<file path="src/rtl/core_pkg.sv">
// Shared core types: pipeline-control FSM states and register-index constants.
// No logic here; imported by the hazard controller and its handshake interface.
package core_pkg;

    localparam int REG_W = 5;

    localparam logic [REG_W-1:0] ZERO_REG = '0;

    typedef enum logic [1:0] {
        ST_INIT     = 2'd0,
        ST_RUN      = 2'd1,
        ST_MEM_WAIT = 2'd2
    } state_e;

endpackage

</file>
<file path="src/rtl/hazard_ctrl_if.sv">
// Bundle between the pipeline datapath and the hazard controller.
// The master side drives hazard sources; the slave side returns stall/flush controls.
interface hazard_ctrl_if
    import core_pkg::*;
#(
    parameter int CNT_W = 32
);
    logic             start_i;
    logic [REG_W-1:0] id_rs_i;
    logic [REG_W-1:0] id_rt_i;
    logic             id_uses_rt_i;
    logic             idex_memread_i;
    logic [REG_W-1:0] idex_rt_i;
    logic             branch_taken_i;
    logic             mem_req_i;
    logic             mem_ack_i;
    logic             hd_o;
    logic             ifid_hold_o;
    logic             ifid_flush_o;
    logic             idex_bubble_o;
    logic             freeze_o;
    logic [CNT_W-1:0] stall_cnt_o;
    logic             timeout_o;

    modport master (
        output start_i, id_rs_i, id_rt_i, id_uses_rt_i, idex_memread_i, idex_rt_i,
               branch_taken_i, mem_req_i, mem_ack_i,
        input  hd_o, ifid_hold_o, ifid_flush_o, idex_bubble_o, freeze_o,
               stall_cnt_o, timeout_o
    );

    modport slave (
        input  start_i, id_rs_i, id_rt_i, id_uses_rt_i, idex_memread_i, idex_rt_i,
               branch_taken_i, mem_req_i, mem_ack_i,
        output hd_o, ifid_hold_o, ifid_flush_o, idex_bubble_o, freeze_o,
               stall_cnt_o, timeout_o
    );

endinterface

</file>
<file path="src/rtl/sat_counter.sv">
// Saturating up-counter with synchronous clear; holds at all-ones.
// One-cycle latency: the count reflects enables sampled at previous edges.
module sat_counter #(
    parameter int W = 8
) (
    input  logic         clk_i,
    input  logic         rst_i,
    input  logic         clr_i,
    input  logic         en_i,
    output logic [W-1:0] cnt_o
);

    logic [W-1:0] cnt_q;
    logic [W-1:0] cnt_d;

    always_comb begin
        cnt_d = cnt_q;
        if (clr_i) begin
            cnt_d = '0;
        end else if (en_i && (cnt_q != '1)) begin
            cnt_d = cnt_q + W'(1);
        end
    end

    always_ff @(posedge clk_i) begin
        if (rst_i) begin
            cnt_q <= '0;
        end else begin
            cnt_q <= cnt_d;
        end
    end

    assign cnt_o = cnt_q;

endmodule

</file>
<file path="src/rtl/hazard_ctrl.sv">
// Pipeline hazard/stall controller: load-use stalls, memory freezes, branch flushes.
// Controls are combinational from state and current inputs; counters update at the edge.
module hazard_ctrl
    import core_pkg::*;
#(
    parameter int MEM_TIMEOUT = 64,
    parameter int CNT_W       = 32
) (
    input  logic         clk_i,
    input  logic         rst_i,
    hazard_ctrl_if.slave hif
);

    localparam int WAIT_W = $clog2(MEM_TIMEOUT + 1);
    localparam logic [WAIT_W-1:0] WAIT_LAST = WAIT_W'(MEM_TIMEOUT - 1);

    state_e             state_q, state_d;
    logic               timeout_q, timeout_d;
    logic               load_use;
    logic               hd, ifid_hold, ifid_flush, idex_bubble, freeze;
    logic               wait_en, wait_clr;
    logic [WAIT_W-1:0]  wait_cnt;
    logic [CNT_W-1:0]   stall_cnt;

    // A load writing r0 never creates a real dependency.
    assign load_use = hif.idex_memread_i && (hif.idex_rt_i != ZERO_REG) &&
                      ((hif.idex_rt_i == hif.id_rs_i) ||
                       (hif.id_uses_rt_i && (hif.idex_rt_i == hif.id_rt_i)));

    always_comb begin
        state_d     = state_q;
        hd          = 1'b0;
        ifid_hold   = 1'b0;
        ifid_flush  = 1'b0;
        idex_bubble = 1'b0;
        freeze      = 1'b0;
        case (state_q)
            ST_INIT: begin
                hd          = 1'b1;
                ifid_hold   = 1'b1;
                idex_bubble = 1'b1;
                if (hif.start_i) begin
                    state_d = ST_RUN;
                end
            end
            ST_RUN: begin
                if (hif.mem_req_i && !hif.mem_ack_i) begin
                    freeze    = 1'b1;
                    hd        = 1'b1;
                    ifid_hold = 1'b1;
                    state_d   = ST_MEM_WAIT;
                end else if (load_use) begin
                    // Branch operands are stale during a load-use stall, so drop the flush.
                    hd          = 1'b1;
                    ifid_hold   = 1'b1;
                    idex_bubble = 1'b1;
                end else if (hif.branch_taken_i) begin
                    ifid_flush = 1'b1;
                end
            end
            ST_MEM_WAIT: begin
                freeze    = 1'b1;
                hd        = 1'b1;
                ifid_hold = 1'b1;
                if (hif.mem_ack_i) begin
                    state_d = ST_RUN;
                end
            end
            default: begin
                state_d = ST_INIT;
            end
        endcase
    end

    assign wait_en   = (state_q == ST_MEM_WAIT) && !hif.mem_ack_i;
    assign wait_clr  = (state_q != ST_MEM_WAIT) || hif.mem_ack_i;
    assign timeout_d = timeout_q || (wait_en && (wait_cnt == WAIT_LAST));

    always_ff @(posedge clk_i) begin
        if (rst_i) begin
            state_q   <= ST_INIT;
            timeout_q <= 1'b0;
        end else begin
            state_q   <= state_d;
            timeout_q <= timeout_d;
        end
    end

    sat_counter #(.W(WAIT_W)) u_wait_cnt (
        .clk_i (clk_i),
        .rst_i (rst_i),
        .clr_i (wait_clr),
        .en_i  (wait_en),
        .cnt_o (wait_cnt)
    );

    sat_counter #(.W(CNT_W)) u_stall_cnt (
        .clk_i (clk_i),
        .rst_i (rst_i),
        .clr_i (1'b0),
        .en_i  (hd && (state_q != ST_INIT)),
        .cnt_o (stall_cnt)
    );

    assign hif.hd_o          = hd;
    assign hif.ifid_hold_o   = ifid_hold;
    assign hif.ifid_flush_o  = ifid_flush;
    assign hif.idex_bubble_o = idex_bubble;
    assign hif.freeze_o      = freeze;
    assign hif.stall_cnt_o   = stall_cnt;
    assign hif.timeout_o     = timeout_q;

endmodule

</file>
<file path="src/flat_wrapper.sv">
// flat-port wrapper written by rule: the top's interface ports become plain ports
module hazard_ctrl_flat import core_pkg::*;
#(
    parameter int MEM_TIMEOUT = 64,
    parameter int CNT_W       = 32
)
  (clk_i, rst_i, hif_start_i, hif_id_rs_i, hif_id_rt_i, hif_id_uses_rt_i, hif_idex_memread_i, hif_idex_rt_i, hif_branch_taken_i, hif_mem_req_i, hif_mem_ack_i, hif_hd_o, hif_ifid_hold_o, hif_ifid_flush_o, hif_idex_bubble_o, hif_freeze_o, hif_stall_cnt_o, hif_timeout_o);
  hazard_ctrl_if #(.CNT_W(CNT_W)) hif_i ();
  input  logic clk_i;
  input  logic rst_i;
  input wire logic [$bits(hif_i.start_i)-1:0] hif_start_i;
  input wire logic [$bits(hif_i.id_rs_i)-1:0] hif_id_rs_i;
  input wire logic [$bits(hif_i.id_rt_i)-1:0] hif_id_rt_i;
  input wire logic [$bits(hif_i.id_uses_rt_i)-1:0] hif_id_uses_rt_i;
  input wire logic [$bits(hif_i.idex_memread_i)-1:0] hif_idex_memread_i;
  input wire logic [$bits(hif_i.idex_rt_i)-1:0] hif_idex_rt_i;
  input wire logic [$bits(hif_i.branch_taken_i)-1:0] hif_branch_taken_i;
  input wire logic [$bits(hif_i.mem_req_i)-1:0] hif_mem_req_i;
  input wire logic [$bits(hif_i.mem_ack_i)-1:0] hif_mem_ack_i;
  output wire logic [$bits(hif_i.hd_o)-1:0] hif_hd_o;
  output wire logic [$bits(hif_i.ifid_hold_o)-1:0] hif_ifid_hold_o;
  output wire logic [$bits(hif_i.ifid_flush_o)-1:0] hif_ifid_flush_o;
  output wire logic [$bits(hif_i.idex_bubble_o)-1:0] hif_idex_bubble_o;
  output wire logic [$bits(hif_i.freeze_o)-1:0] hif_freeze_o;
  output wire logic [$bits(hif_i.stall_cnt_o)-1:0] hif_stall_cnt_o;
  output wire logic [$bits(hif_i.timeout_o)-1:0] hif_timeout_o;
  assign hif_i.start_i = hif_start_i;
  assign hif_i.id_rs_i = hif_id_rs_i;
  assign hif_i.id_rt_i = hif_id_rt_i;
  assign hif_i.id_uses_rt_i = hif_id_uses_rt_i;
  assign hif_i.idex_memread_i = hif_idex_memread_i;
  assign hif_i.idex_rt_i = hif_idex_rt_i;
  assign hif_i.branch_taken_i = hif_branch_taken_i;
  assign hif_i.mem_req_i = hif_mem_req_i;
  assign hif_i.mem_ack_i = hif_mem_ack_i;
  assign hif_hd_o = hif_i.hd_o;
  assign hif_ifid_hold_o = hif_i.ifid_hold_o;
  assign hif_ifid_flush_o = hif_i.ifid_flush_o;
  assign hif_idex_bubble_o = hif_i.idex_bubble_o;
  assign hif_freeze_o = hif_i.freeze_o;
  assign hif_stall_cnt_o = hif_i.stall_cnt_o;
  assign hif_timeout_o = hif_i.timeout_o;
  hazard_ctrl #(.MEM_TIMEOUT(MEM_TIMEOUT), .CNT_W(CNT_W)) u_core (.clk_i(clk_i), .rst_i(rst_i), .hif(hif_i));
endmodule
</file>
<file path="config.mk">
export PLATFORM = sky130hd
export DESIGN_NAME = hazard_ctrl_flat
export DESIGN_NICKNAME = d
export VERILOG_FILES = /design/src/rtl/core_pkg.sv /design/src/rtl/hazard_ctrl_if.sv /design/src/rtl/sat_counter.sv /design/src/rtl/hazard_ctrl.sv /design/src/flat_wrapper.sv
export SDC_FILE = /design/constraint.sdc
export NUM_CORES = 1
export LEC_CHECK = 0
export CORE_ASPECT_RATIO = 1.5
export CORE_MARGIN = 2
export CORE_UTILIZATION = 35
export CTS_BUF_LIST = sky130_fd_sc_hd__clkbuf_4 sky130_fd_sc_hd__clkbuf_8
export CTS_CLUSTER_SIZE = 8
export DETAILED_ROUTE_END_ITERATION = 8
export SLEW_MARGIN = 25
export SYNTH_ARGS = -nofsm -noshare
export SYNTH_HDL_FRONTEND = slang
export SYNTH_HIERARCHICAL = 1
export SYNTH_SLANG_ARGS = --single-unit
</file>
<file path="constraint.sdc">
create_clock -name clk_i -period 7.45 [get_ports clk_i]
set_clock_uncertainty 0.2 [all_clocks]
set_input_delay 1.1175 -clock clk_i [delete_from_list [all_inputs] [get_ports clk_i]]
set_output_delay 1.1175 -clock clk_i [all_outputs]
set_load 0.05 [all_outputs]
</file>
==> impl_metrics.env <==
export IMPL_run_status="finished, final reports clean"
export IMPL_irDropWorstVdd_mv=0.124
export IMPL_dieHeight_um=105
export IMPL_track_usage_pct=16.1
export IMPL_ioPinCount=61
export IMPL_holdPathEnd="u_core/hif.timeout_o$_SDFF_PP0_"
export IMPL_grt_pass1_vias=2211
export IMPL_drc_errors=0
export IMPL_cts_root_buf="clkbuf_8"
export IMPL_seq_area_frac_synth_pct=35.0
export IMPL_syn_inst=293
export IMPL_end_kind="primary output"
export IMPL_leakagePower_nw=1.02
export IMPL_slowest_delay_ns=0.83
export IMPL_ff2ff_setup_slack_ns=4.16
export IMPL_clk_pin_slew_worst_paths_ns=0.08
export IMPL_p_per_area_mw_per_mm2=157
export IMPL_hold_path_class="reg -> reg"
export IMPL_startpoint_type="input port"
export IMPL_critical_path_class="in -> out"
export IMPL_yosysWarnings=6
export IMPL_crit_reg2reg_launch="u_core/state_q[0]$_SDFFE_PP0P_"
export IMPL_routed_via_density=5.65
export IMPL_fin_crit_sh_pct=62.8
export IMPL_routed_wl_mm=6.04
export IMPL_dr_pass1_iters=4
export IMPL_dieArea_mm2=0.00756
export IMPL_coreArea_mm2=0.00676
export IMPL_period_needed_ns=4.68
export IMPL_dp_hpwl_mm=4.54
export IMPL_setup_tns_ns=0
export IMPL_wl_per_cell_um=14.0
export IMPL_synth_edff_count=0
export IMPL_drive_above_1_share_pct=6.21
export IMPL_grt_max_degree=31
export IMPL_maxSlewViolCount=0
export IMPL_cap_violations=0
export IMPL_arrival_ns=3.36
export IMPL_hp_start="u_core/hif.timeout_o$_SDFF_PP0_"
export IMPL_grt_ovfl_total=0
export IMPL_grt_antenna_before_repair=0
export IMPL_hold_viol_final=0
export IMPL_grt_pass1_wl_mm=10.1
export IMPL_antenna_left=0
export IMPL_start_util_pct=35.6
export IMPL_final_common_cell="clkdlybuf4s50_1"
export IMPL_hold_ws_ns=0.292
export IMPL_clkLatencyLatePin_ns=0.30
export IMPL_reg2reg_depth=10
export IMPL_path_max_fanout=4
export IMPL_worst_pin_slew_ns=0.786
export IMPL_numPortBuffers=60
export IMPL_relSlewSlack_pct=47.2
export IMPL_cts_htree_levels=2
export IMPL_numCtsBuffers=5
export IMPL_post_cts_buffers=0
export IMPL_final_cell_mix="clkdlybuf4s50_1 (60), dfxtp_1 (42), nand2_1 (26)"
export IMPL_yosysTopAreaCellShare_pct=35.0
export IMPL_synth_area_mm2=0.00240
export IMPL_cp_cell_sequence="clkdlybuf4s50_1 > xor2_1 > nor4_1 > a32oi_1 > o221ai_2 > clkdlybuf4s50_1"
export IMPL_num_rows=37
export IMPL_synth_flop_cell="dfxtp_1"
export IMPL_path_common_cell="clkdlybuf4s50_1"
export IMPL_fmax_mhz=214
export IMPL_setup_violations=0
export IMPL_rr_endpoint="u_core/u_stall_cnt/cnt_o[26]$_SDFFE_PP0P_"
export IMPL_die_w_um=71.7
export IMPL_drtIter0Drc=89
export IMPL_antenna_cells=0
export IMPL_cts_hold_buf=0
export IMPL_num_vias=2441
export IMPL_syn2layout_area_growth_pct=32.4
export IMPL_clock_path_buffers=2
export IMPL_cp_top_family="buffers and inverters"
export IMPL_yosysTopAreaCell="dfxtp_1"
export IMPL_final_net_count=382
export IMPL_gp_congestion=0.762
export IMPL_rsz0062_at_grt="no"
export IMPL_avgSynthCellArea_um2=8.20
export IMPL_synth_cell_types=52
export IMPL_cts_num_sinks=42
export IMPL_cts_tree="done"
export IMPL_whs_path_depth=2
export IMPL_critPathBufInv=2
export IMPL_ys_ff_latch=42
export IMPL_cpMaxStageDelayCell="clkdlybuf4s50_1"
export IMPL_ys_async_sr_fraction_pct=0
export IMPL_post_cts_resized=0
export IMPL_yosys_top_cells_area="dfxtp_1 (35%), a21oi_1 (4.6%), nand2_1 (4.1%)"
export IMPL_cp_required_ns=6.13
## metal layers
metal / vias up / global-route usage (%) / routed length (µm)
li1: 1228 / - / -
met1: 1135 / 18.4 / 2510
met2: 71 / 29.2 / 3080
met3: 7 / 3.44 / 349
met4: 0 / 5.26 / 102
met5: - / 0 / 0
## worst register-to-register path, delay by kind of cell, from the launching register on
family	cells	cell delay, ns
simple gates	6	1.68
compound gates	2	0.60
flops	1	0.40
fa+ha+maj	1	0.26
buf+inv	1	0.09
## cell usage after synthesis (2+ instances only)
master,instances
and3_1,3
nand3_1,15
or4_4,2
and4_1,2
and3_4,2
o211ai_1,3
nand2_1,26
dfxtp_1,42
nand4_1,9
nor3_1,8
or4_1,5
o41ai_1,2
o21ai_1,6
a41o_1,3
o31ai_1,3
buf_2,4
mux2i_1,2
nor4_1,5
xnor2_1,6
or3_1,15
ha_1,6
o21ai_0,13
o311ai_0,2
inv_1,8
nor2b_1,5
nand2b_1,2
a211oi_1,4
o311ai_1,2
o21a_1,2
a41oi_1,3
xor2_1,11
clkbuf_1,5
nor2_1,23
a21oi_1,22
a31oi_1,5
## area by class of cell
class / count / area, µm²
timing repair buffer: 62 / 616
fill: 679 / 3580
clock inverter: 3 / 40.0
tap: 78 / 97.6
multi-input combinational: 234 / 1490
sequential: 42 / 841
clock buffer: 5 / 68.8
inverter: 8 / 30.0
## worst max path at each step
stage,to,startpoint,depth (start not counted)
floorplan,hif_ifid_hold_o,hif_idex_rt_i[3],5
global placement,hif_hd_o,hif_idex_rt_i[3],6
detailed placement,hif_ifid_hold_o,hif_idex_rt_i[3],6
CTS,hif_ifid_hold_o,hif_idex_rt_i[3],6
global route,hif_ifid_hold_o,hif_idex_rt_i[3],6
finish,hif_hd_o,hif_idex_rt_i[3],6
## cells by family (layout without fill, tap and decap cells)
group | Yosys count | in the layout | share of synthesized area (%)
adder cells (fa/ha/maj) | 6 | 6 | 3.12
AO/OA/AOI/OAI | 78 | 78 | 21.7
buffers and inverters | 18 | 78 | 3.18
multiplexers | 2 | 2 | 0.833
other | 1 | 2 | 0.156
AND/OR/NAND/NOR | 129 | 129 | 29.8
flip-flops | 42 | 42 | 35.0
XOR/XNOR | 17 | 17 | 6.19
## registers in the layout, indices dropped and copies added, names as in the netlist
signal and count:
u_core/state_q 2, u_core/u_wait_cnt/cnt_o 7, u_core/hif.timeout_o 1, u_core/u_stall_cnt/cnt_o 32
## per-stage QoR
stage	instance area (µm²)	worst slack [ns]	power [mW]	instances	utilization, %
after floorplan	2410	3.54	0.296	294	-
after global placement	3070	2.79	0.327	424	45.5
after detailed placement	3070	2.72	0.328	424	45.5
after CTS	3180	2.72	0.509	432	47.1
after global routing	3180	2.59	0.521	432	47.1
final	3180	2.77	0.501	432	47.1
## power breakdown
group | switching (mW) | total, mW | internal [mW]
clock | 0.0796 | 0.178 | 0.0987
sequential | 0.00256 | 0.229 | 0.226
combinational | 0.0550 | 0.0935 | 0.0385
total | 0.137 | 0.501 | 0.363
No activity file was read; power rests on OpenSTA's default activity.
